[config.mk]
export PLATFORM = sky130hd
export DESIGN_NAME = results_writer
export DESIGN_NICKNAME = d
export VERILOG_FILES = /design/src/rtl/results_writer_pkg.sv /design/src/rtl/results_writer_write_address_gen.sv /design/src/rtl/results_writer.sv
export SDC_FILE = /design/constraint.sdc
export NUM_CORES = 1
export LEC_CHECK = 0
export CELL_PAD_IN_SITES_DETAIL_PLACEMENT = 1
export CELL_PAD_IN_SITES_GLOBAL_PLACEMENT = 2
export CORE_AREA = 2 2 174 134
export DETAILED_ROUTE_END_ITERATION = 10
export DIE_AREA = 0 0 176 136
export MAX_ROUTING_LAYER = met4
export PLACE_DENSITY_LB_ADDON = 0.1
export SKIP_CTS_REPAIR_TIMING = 1
export SLEW_MARGIN = 20
export SYNTH_ARGS = -nofsm -noshare
export SYNTH_HDL_FRONTEND = slang
export SYNTH_HIERARCHICAL = 1
export SYNTH_SLANG_ARGS = --single-unit
[constraint.sdc]
create_clock -name CLK -period 9.65 [get_ports CLK]
set_input_delay 1.93 -clock CLK [delete_from_list [all_inputs] [get_ports CLK]]
set_output_delay 1.93 -clock CLK [all_outputs]
set_load 0.05 [all_outputs]
[src/rtl/results_writer_pkg.sv]
// Constants and state encoding shared by the results writer and the results sender.
package results_writer_pkg;

  localparam int unsigned NUMBER_OF_T_ADDRESS   = 32'd1;
  localparam int unsigned NUMBER_OF_X_ADDRESS   = 32'd2;
  localparam int unsigned STARTING_OF_T_ADDRESS = 32'd3;
  localparam int unsigned STARTING_OF_X_ADDRESS = 32'd10;
  localparam int unsigned MAX_T = STARTING_OF_X_ADDRESS - STARTING_OF_T_ADDRESS;

  typedef enum logic [2:0] {
    IDLE   = 3'd0,
    WAIT_T = 3'd1,
    WAIT_X = 3'd2,
    WR_NT  = 3'd3,
    WR_NX  = 3'd4,
    DONE   = 3'd5
  } state_t;

endpackage

[src/rtl/results_writer_write_address_gen.sv]
// Step/index bookkeeping for the results RAM: T slot address and running X base address.
module write_address_gen
  import results_writer_pkg::*;
#(
  parameter int ADDRESS_WIDTH         = 13,
  parameter int COUNT_WIDTH           = 8,
  parameter int STARTING_OF_T_ADDRESS = results_writer_pkg::STARTING_OF_T_ADDRESS,
  parameter int STARTING_OF_X_ADDRESS = results_writer_pkg::STARTING_OF_X_ADDRESS
) (
  input  logic                     CLK,
  input  logic                     RST,
  input  logic                     clear,
  input  logic                     t_accept,
  input  logic                     x_accept,
  input  logic [COUNT_WIDTH-1:0]   num_x,
  output logic [COUNT_WIDTH-1:0]   t_count,
  output logic [COUNT_WIDTH-1:0]   t_count_nxt,
  output logic                     last_x,
  output logic [ADDRESS_WIDTH-1:0] t_addr,
  output logic [ADDRESS_WIDTH-1:0] x_addr
);

  logic [COUNT_WIDTH-1:0]   t_count_q, t_count_d;
  logic [COUNT_WIDTH-1:0]   x_index_q, x_index_d;
  logic [ADDRESS_WIDTH-1:0] x_base_q, x_base_d;

  assign last_x = (x_index_q == (num_x - COUNT_WIDTH'(1)));

  always_comb begin
    t_count_d = t_count_q;
    x_index_d = x_index_q;
    x_base_d  = x_base_q;
    if (clear) begin
      t_count_d = '0;
      x_index_d = '0;
      x_base_d  = ADDRESS_WIDTH'(STARTING_OF_X_ADDRESS);
    end else if (t_accept) begin
      x_index_d = '0;
    end else if (x_accept) begin
      if (last_x) begin
        // A step is only counted once its final X word lands; x_base advances by a running add.
        t_count_d = t_count_q + COUNT_WIDTH'(1);
        x_index_d = '0;
        x_base_d  = x_base_q + ADDRESS_WIDTH'(num_x);
      end else begin
        x_index_d = x_index_q + COUNT_WIDTH'(1);
      end
    end else begin
      t_count_d = t_count_q;
    end
  end

  always_ff @(posedge CLK) begin
    if (RST) begin
      t_count_q <= '0;
      x_index_q <= '0;
      x_base_q  <= '0;
    end else begin
      t_count_q <= t_count_d;
      x_index_q <= x_index_d;
      x_base_q  <= x_base_d;
    end
  end

  assign t_count     = t_count_q;
  assign t_count_nxt = t_count_d;
  assign t_addr      = ADDRESS_WIDTH'(STARTING_OF_T_ADDRESS) + ADDRESS_WIDTH'(t_count_q);
  assign x_addr      = x_base_q + ADDRESS_WIDTH'(x_index_q);

endmodule

[src/rtl/results_writer.sv]
// Stores the solver's T/X stream into the shared results RAM, then writes the header
// words and raises Done_Writing so the sender may start.
module results_writer
  import results_writer_pkg::*;
#(
  parameter int ADDRESS_WIDTH         = 13,
  parameter int DATA_WIDTH            = 64,
  parameter int COUNT_WIDTH           = 8,
  parameter int NUMBER_OF_T_ADDRESS   = results_writer_pkg::NUMBER_OF_T_ADDRESS,
  parameter int NUMBER_OF_X_ADDRESS   = results_writer_pkg::NUMBER_OF_X_ADDRESS,
  parameter int STARTING_OF_T_ADDRESS = results_writer_pkg::STARTING_OF_T_ADDRESS,
  parameter int STARTING_OF_X_ADDRESS = results_writer_pkg::STARTING_OF_X_ADDRESS,
  parameter int MAX_T                 = results_writer_pkg::MAX_T
) (
  input  logic                     CLK,
  input  logic                     RST,
  input  logic                     Start,
  input  logic [COUNT_WIDTH-1:0]   Num_X,
  input  logic                     Result_Valid,
  input  logic [DATA_WIDTH-1:0]    Result_Data,
  output logic                     Result_Ready,
  input  logic                     Finish,
  output logic [ADDRESS_WIDTH-1:0] RAM_Address,
  output logic [DATA_WIDTH-1:0]    RAM_Data,
  output logic                     RAM_WE,
  output logic [COUNT_WIDTH-1:0]   T_Count,
  output logic                     Done_Writing,
  output logic                     Overflow,
  output logic                     Protocol_Error
);

  state_t                   state_q, state_d;
  logic                     ready_q, ready_d;
  logic                     we_q, we_d;
  logic [ADDRESS_WIDTH-1:0] addr_q, addr_d;
  logic [DATA_WIDTH-1:0]    data_q, data_d;
  logic                     done_q, done_d;
  logic                     ovf_q, ovf_d;
  logic                     perr_q, perr_d;
  logic [COUNT_WIDTH-1:0]   num_x_q, num_x_d;

  logic                     accept_s, clear_s, t_acc_s, x_acc_s, last_x_s;
  logic [COUNT_WIDTH-1:0]   t_count_s, t_count_nxt_s;
  logic [ADDRESS_WIDTH-1:0] t_addr_s, x_addr_s;

  write_address_gen #(
    .ADDRESS_WIDTH        (ADDRESS_WIDTH),
    .COUNT_WIDTH          (COUNT_WIDTH),
    .STARTING_OF_T_ADDRESS(STARTING_OF_T_ADDRESS),
    .STARTING_OF_X_ADDRESS(STARTING_OF_X_ADDRESS)
  ) u_addr_gen (
    .CLK        (CLK),
    .RST        (RST),
    .clear      (clear_s),
    .t_accept   (t_acc_s),
    .x_accept   (x_acc_s),
    .num_x      (num_x_q),
    .t_count    (t_count_s),
    .t_count_nxt(t_count_nxt_s),
    .last_x     (last_x_s),
    .t_addr     (t_addr_s),
    .x_addr     (x_addr_s)
  );

  assign accept_s = Result_Valid && ready_q;

  always_comb begin
    state_d = state_q;
    we_d    = 1'b0;
    addr_d  = addr_q;
    data_d  = data_q;
    done_d  = done_q;
    ovf_d   = ovf_q;
    perr_d  = perr_q;
    num_x_d = num_x_q;
    clear_s = 1'b0;
    t_acc_s = 1'b0;
    x_acc_s = 1'b0;
    case (state_q)
      IDLE, DONE: begin
        if (Start) begin
          if (Num_X == '0) begin
            perr_d = 1'b1;
          end else begin
            num_x_d = Num_X;
            clear_s = 1'b1;
            done_d  = 1'b0;
            state_d = WAIT_T;
          end
        end else if (state_q == DONE) begin
          // The NX header write is on the bus during the first DONE cycle; flag completion after it.
          done_d = 1'b1;
        end else begin
          done_d = done_q;
        end
      end
      WAIT_T: begin
        if (Start) perr_d = 1'b1;
        if (Result_Valid && (t_count_s >= COUNT_WIDTH'(MAX_T))) ovf_d = 1'b1;
        if (accept_s) begin
          t_acc_s = 1'b1;
          we_d    = 1'b1;
          addr_d  = t_addr_s;
          data_d  = Result_Data;
          // Finish together with a T word leaves a partial step behind.
          if (Finish) begin
            perr_d  = 1'b1;
            state_d = WR_NT;
          end else begin
            state_d = WAIT_X;
          end
        end else if (Finish) begin
          state_d = WR_NT;
        end else begin
          state_d = WAIT_T;
        end
      end
      WAIT_X: begin
        if (Start) perr_d = 1'b1;
        if (accept_s) begin
          x_acc_s = 1'b1;
          we_d    = 1'b1;
          addr_d  = x_addr_s;
          data_d  = Result_Data;
        end
        if (Finish) begin
          perr_d  = 1'b1;
          state_d = WR_NT;
        end else if (accept_s && last_x_s) begin
          state_d = WAIT_T;
        end else begin
          state_d = WAIT_X;
        end
      end
      WR_NT: begin
        if (Start) perr_d = 1'b1;
        we_d    = 1'b1;
        addr_d  = ADDRESS_WIDTH'(NUMBER_OF_T_ADDRESS);
        data_d  = DATA_WIDTH'(t_count_s);
        state_d = WR_NX;
      end
      WR_NX: begin
        if (Start) perr_d = 1'b1;
        we_d    = 1'b1;
        addr_d  = ADDRESS_WIDTH'(NUMBER_OF_X_ADDRESS);
        data_d  = DATA_WIDTH'(num_x_q);
        state_d = DONE;
      end
      default: begin
        state_d = IDLE;
      end
    endcase
    ready_d = ((state_d == WAIT_T) && (t_count_nxt_s < COUNT_WIDTH'(MAX_T))) ||
              (state_d == WAIT_X);
  end

  always_ff @(posedge CLK) begin
    if (RST) begin
      state_q <= IDLE;
      ready_q <= 1'b0;
      we_q    <= 1'b0;
      addr_q  <= '0;
      data_q  <= '0;
      done_q  <= 1'b0;
      ovf_q   <= 1'b0;
      perr_q  <= 1'b0;
      num_x_q <= '0;
    end else begin
      state_q <= state_d;
      ready_q <= ready_d;
      we_q    <= we_d;
      addr_q  <= addr_d;
      data_q  <= data_d;
      done_q  <= done_d;
      ovf_q   <= ovf_d;
      perr_q  <= perr_d;
      num_x_q <= num_x_d;
    end
  end

  assign Result_Ready   = ready_q;
  assign RAM_WE         = we_q;
  assign RAM_Address    = addr_q;
  assign RAM_Data       = data_q;
  assign T_Count        = t_count_s;
  assign Done_Writing   = done_q;
  assign Overflow       = ovf_q;
  assign Protocol_Error = perr_q;

endmodule

; Word-level counts from Yosys, hierarchy flattened
; Cells that the tools add are included.
[word_totals]
ff_bits = 122
input_bits = 77
output_inout_bits = 90
wordCells = 102
[op_classes]
addsub = 6
n_lt_le_gt_ge = 2
eq_ne = 15
muxes = 38
n_bitwise = 2
n_reduce_logical = 26
[op_table]
columns = operator, count
row1 = $pmux 64 s3, 1
row2 = $mux 64, 1
row3 = $pmux 13 s4, 1
row4 = $mux 8, 5
row5 = $add 13x8->13, 2
row6 = $mux 13, 2
row7 = $reduce_and 3->1, 6
row8 = $add 8x1->8 const B, 2
row9 = $mux 4, 4
row10 = $mux 1, 15
row11 = $pmux 3 s5, 1
row12 = $ne 2x2->1 const B, 6
row13 = $add 2x8->9 const A, 1
row14 = $eq 3x2->1 const B, 3
row15 = $mux 3, 3
row16 = $eq 8x8->1, 1
row17 = $ge 8x3->1 const B, 1
row18 = $logic_not 8->1, 1
row19 = $lt 8x3->1 const B, 1
row20 = $reduce_bool 4->1, 2
row21 = $reduce_or 2->1, 4
row22 = $sub 8x1->8 const B, 1
row23 = $eq 3x1->1 const B, 2
row24 = $eq 3x3->1 const B, 2
row25 = other kinds (12), 21

; Longest topological paths before layout
[depth]
ltp_word = 9
mapped_depth = 14
ltp_nobuf = 12

; Cells and area by module
; Netlist, hierarchy kept.
[by_module_without_submodules]
columns = mod, instances, cells_per_inst, area_each_um2, seq_area_each_um2
row1 = results_writer, 1, 499, 4413.0, 1861.8
row2 = write_address_gen, 1, 320, 2582.5, 580.6

; Worst setup path after synthesis
; OpenSTA, ideal clock, no wires.
[synth_timing]
path_kind = input to register
startpoint = in Result_Valid
endpoint = reg ready_q (netlist: Result_Ready)
setup_time_ns = 0.058
t_arrival_ns = 4.596
required_time_ns = 9.592
slack_ns = 4.996
stages = 12
n_path_buf = 3
cell_sequence = buf_2 > nand2_1 > nor3_1 > clkbuf_1 > o2111ai_4 > buf_6 > nor3_2 > mux2_2 > or4_1 > nor4_1 > o2111a_1 > mux2_2
[synth_between]
elab_chain_len = 9
word_cells_on_any_way = 17
cone_classes = order compare (1) / eq/ne (2) / mux (10) / reduce/logical (4)
[synth_rtl]
columns = item, line
row1 = "start, declared", results_writer.sv:19  ; input logic Result_Valid,
row2 = $logic_and 1x1->1, results_writer.sv:65  ; assign accept_s = Result_Valid && ready_q;
row3 = $mux 1, results_writer.sv:120  ; if (accept_s) begin
row4 = $mux 1, results_writer.sv:79  ; case (state_q)
row5 = net x_acc_s, results_writer.sv:42  ; logic accept_s, clear_s, t_acc_s, x_acc_s, last_x_s;
row6 = $mux 8, results_writer_write_address_gen.sv:39  ; end else if (x_accept) begin
row7 = $mux 8, results_writer_write_address_gen.sv:37  ; end else if (t_accept) begin
row8 = $mux 8, results_writer_write_address_gen.sv:33  ; if (clear) begin
row9 = net t_count_nxt_s[7], results_writer.sv:43  ; logic [COUNT_WIDTH-1:0] t_count_s, t_count_nxt_s;
row10 = $lt 8x3->1, results_writer.sv:153  ; ready_d = ((state_d == WAIT_T) && (t_count_nxt_s < COUNT_WIDTH'(MAX_T))) ||
row11 = $logic_and 1x1->1, results_writer.sv:153
row12 = $logic_or 1x1->1, results_writer.sv:153
row13 = "end signal, assigned", results_writer.sv:170  ; ready_q <= ready_d;
row14 = "end, declared", results_writer.sv:33  ; logic ready_q, ready_d;
; The timed path passes the listed nets, and every way through them passes these cells.
; A chain may end at the register's enable or synchronous reset.

; Worst setup path after layout
; Same ends and word-level chain as after synthesis.

==> results <==
- The area share of the leading cell type in the synthesized netlist is 0.3491.
- The worst max-slew margin expressed relative to the limit is 0.3078.
- The commonest register cell after synthesis is sky130_fd_sc_hd__dfxtp_1.
- The count of nets left with antenna violations after detail routing is 0.
- The horizontal extent of the die is 176 µm.
- The CTS buffer count is 17.
- The DRC violation count after routing is 0.
- The setup-violating endpoint count in the final report is 0.
- The sum of negative setup slack is 0 ns.
- The endpoint class of the critical path is a register.
- Along the worst path, the maximum fanout reaches 35.
- The latest clock arrival within the worst-skew pair is 0.43 ns.
- At the worst endpoint, the arrival time is 6.41 ns.
- After clock tree synthesis, the clock-pin slew on the worst setup and hold paths is ~0.06 ns.
- The total half-perimeter wirelength after legalization and detailed placement is 18,250 µm.
- The final layout contains routed wiring with a total length of approximately 27,000 µm.
- The number of hold violations in the final report is 0.
- The cell taking the most area after synthesis is sky130_fd_sc_hd__dfxtp_1.
- The via count is 7,016.
- The max-slew violation count came to 0.
- The critical path in this run is classified as in -> reg.
- The post-synthesis to final-layout area growth is 34.27%.
- Clock tree synthesis found a total of 122 sinks.
- The post-detailed-route via-to-cell ratio is 5.613.
- The total power divided by cell area is 189.6 nW/µm².
- The flow ran to the end, and the final reports show no timing, DRC or antenna violations.
- Setup repair after global routing left no endpoint under its margin.
- The starting density of the core is 0.3123.
- After floorplanning, the core was sized to cover 22,400 µm².
- The average cell area after synthesis is 8.541 µm².
- The tool flagged a number of max-cap violations equal to 0.
- The number of optimization iterations in the first detailed-route pass is 6.
- The wire length of the first global-routing pass is around 41,000 µm.
- The iteration-0 DRC count of the detailed router is 429.
- The cell at the root of the clock tree is sky130_fd_sc_hd__clkbuf_16.
- The antenna diode instance count is 0.
- The required time of the critical path is 10.02 ns.
- The number of standard cells after synthesis is 819.
- The number of buffers inserted by port buffering is 166.
- The pre-CTS worst setup slack is 3.222 ns.
- The congestion estimate from routability-driven global placement came to 0.8200.
- The total power of the final layout is 1781 µW.
- The Yosys step of the flow raised 6 warnings.
- The fmax is 165.5 MHz.
- The largest net degree at the start of global routing is 70.
- The clock tree from TritonCTS is yes.
- For this run, the register share of the synthesized area comes to 0.3491.
- The post-route worst setup slack is 3.608 ns.
- The share of the clock period used by the worst path is 0.6261.
- The I/O pin total is 167.
- The largest clock skew in the final design is 0.01090 ns.
- The initialized floorplan defines 48 standard-cell rows.
- The internal reg-to-reg setup slack is 4.89 ns.
- The overall fraction of global-route tracks in use is 0.2282.
- The initial antenna violation count is 0.
- The die boundary height is 136 µm.
- After synthesis, the cell types taking the most area are sky130_fd_sc_hd__dfxtp_1 (35%), sky130_fd_sc_hd__a21oi_1 (6.9%), sky130_fd_sc_hd__o211ai_1 (6.1%).
- The leakage dissipation is 0.003179 µW.
- The fraction of final layout cells with drive strength greater than 1 is 0.08947.
- The maximum ir drop on the vdd rail is roughly 0.092 mV.
- The area of the mapped netlist is 6995 µm².
- The maximum clock path buffer count is 2.
- The number of flops mapped to enable cells by yosys is 0.
- The floorplan die area is 23,940 µm².
- The total overflow reported by the global router is 0.
- The H-tree generated during clock tree synthesis spans 4 levels.
- The number of distinct standard cells referenced by the synthesized netlist is approximately 80.
- The kind of start point of the critical path is an input port.
- The time the worst path needs with I/O delays and setup is 6.042 ns.
- The fraction of registers with async set/reset is 0.
- The synthesis-stage register bit count is 122.
- The number of nets in the final layout is 1,036.
- The transition at the pin with the smallest max-transition slack is 1.030 ns.
- The number of global-route vias before repair is roughly 7,100.
- After detailed routing, the average wire length per cell comes to 21.26 µm.
- The path class of the tightest hold or removal check is reg -> reg.
-- cells in the mapped netlist (all sizes together) (11+ instances only) --
cell type	count
nor2	34
o211ai	57
xnor2	20
xor2	13
ha	20
nor3b	14
a21oi	97
o21ai	41
dfxtp	122
buf	45
a211oi	14
o221ai	11
inv	17
nand2	26
nand3	75
nand2b	12
or3	12
nor2b	15
nor3	23
clkbuf	35
-- report_power, final --
| part | internal (µW) | total [µW] | switching, µW |
|---|---|---|---|
| combinational | 160 | 450 | 290 |
| clock | 494 | 754 | 261 |
| sequential | 542 | 576 | 34.5 |
-- worst paths after layout --
| check | end | depth (start not counted) | startpoint |
|---|---|---|---|
| min | RAM_Data[20]$_SDFFE_PP0P_ | 2 | RAM_Data[20]$_SDFFE_PP0P_ |
| max | Result_Ready$_SDFF_PP0_ | 10 | Result_Valid |
| max reg2reg | Result_Ready$_SDFF_PP0_ | 10 | state_q[2]$_SDFF_PP0_ |
| min reg2reg | RAM_Data[20]$_SDFFE_PP0P_ | 2 | RAM_Data[20]$_SDFFE_PP0P_ |
-- layout by cell type (no fill, tap or decap), types with 5 or more instances in the layout --
master / synthesis / layout
sky130_fd_sc_hd__ha_1: 20 / 20
sky130_fd_sc_hd__and3_1: 6 / 6
sky130_fd_sc_hd__o211ai_1: 57 / 57
sky130_fd_sc_hd__clkbuf_16: 0 / 17
sky130_fd_sc_hd__or3_1: 12 / 11
sky130_fd_sc_hd__o221ai_1: 11 / 11
sky130_fd_sc_hd__or4_1: 10 / 10
sky130_fd_sc_hd__o21ai_0: 36 / 36
sky130_fd_sc_hd__o22ai_2: 8 / 8
sky130_fd_sc_hd__buf_4: 13 / 11
sky130_fd_sc_hd__inv_1: 16 / 16
sky130_fd_sc_hd__nor3b_1: 10 / 10
sky130_fd_sc_hd__a21oi_1: 96 / 96
sky130_fd_sc_hd__nand2_1: 25 / 25
sky130_fd_sc_hd__dfxtp_1: 122 / 122
sky130_fd_sc_hd__xnor2_1: 20 / 20
sky130_fd_sc_hd__nor3_1: 20 / 20
sky130_fd_sc_hd__a21o_1: 5 / 5
sky130_fd_sc_hd__clkdlybuf4s50_1: 0 / 165
sky130_fd_sc_hd__a32oi_1: 10 / 10
sky130_fd_sc_hd__nand3_1: 74 / 74
sky130_fd_sc_hd__bufinv_16: 0 / 6
sky130_fd_sc_hd__xor2_1: 13 / 13
sky130_fd_sc_hd__nor2b_1: 15 / 15
sky130_fd_sc_hd__nor2_1: 34 / 33
sky130_fd_sc_hd__a31oi_1: 5 / 5
sky130_fd_sc_hd__a211oi_1: 12 / 12
sky130_fd_sc_hd__nand4_1: 5 / 5
sky130_fd_sc_hd__nand2b_1: 12 / 12
-- critical path, stage by stage --
cell and delay [ns]:
sky130_fd_sc_hd__clkdlybuf4s50_1 0.70, sky130_fd_sc_hd__nand2_1 0.18, sky130_fd_sc_hd__nor3_1 0.86, sky130_fd_sc_hd__o2111ai_4 0.72, sky130_fd_sc_hd__nor3_2 0.43, sky130_fd_sc_hd__mux2_2 0.37
sky130_fd_sc_hd__or4_1 0.52, sky130_fd_sc_hd__nor4_1 0.32, sky130_fd_sc_hd__o2111a_1 0.24, sky130_fd_sc_hd__mux2_2 0.13
-- area by class of cell --
class / instances / area, µm²
Multi-Input combinational cell: 603 / 4098
Tap cell: 300 / 375.4
Timing Repair Buffer: 176 / 1734
Sequential cell: 122 / 2442
Clock inverter: 14 / 240.2
Fill cell: 2587 / 13010
Clock buffer: 18 / 439.2
Inverter: 17 / 63.81
-- flip-flops by register name, summed over array words and instances (netlist names), 3 cells and up --
register / cells
u_addr_gen/t_count: 8
u_addr_gen/x_base_q: 13
RAM_Data: 64
state_q: 3
RAM_Address: 13
num_x_q: 8
u_addr_gen/x_index_q: 8
-- stage by stage --
stage | area [µm²] | hold WS [ns] | std cells | utilization
detailed placement | 8713 | 0.4580 | 1218 | 0.3890
global placement | 8710 | 0.4503 | 1218 | 0.3888
finish | 9393 | 0.4660 | 1250 | 0.4193
global route | 9393 | 0.4843 | 1250 | 0.4193
floorplan | 7007 | 0.4635 | 822 | -
CTS | 9393 | 0.4674 | 1250 | 0.4193
-- layer usage --
layer / share of wire / global-route usage / vias up
met2: 0.45 / 0.3441 / 175
met4: 0.014 / 0.05831 / 0
met1: 0.47 / 0.3010 / 3500
met3: 0.064 / 0.06460 / 24
met5: 0 / - / -
li1: - / - / 3317
-- cell families after synthesis --
kind of cell,Yosys count,share of synthesized area
flip-flops,122,0.3491
XOR/XNOR,33,0.04132
AND/OR/NAND/NOR,253,0.2059
adder cells (fa/ha/maj),22,0.04150
buffers and inverters,97,0.06957
AO/OA/AOI/OAI,285,0.2830
other,1,0.0005361
multiplexers,6,0.009122
(Power assumes the default switching activity.)
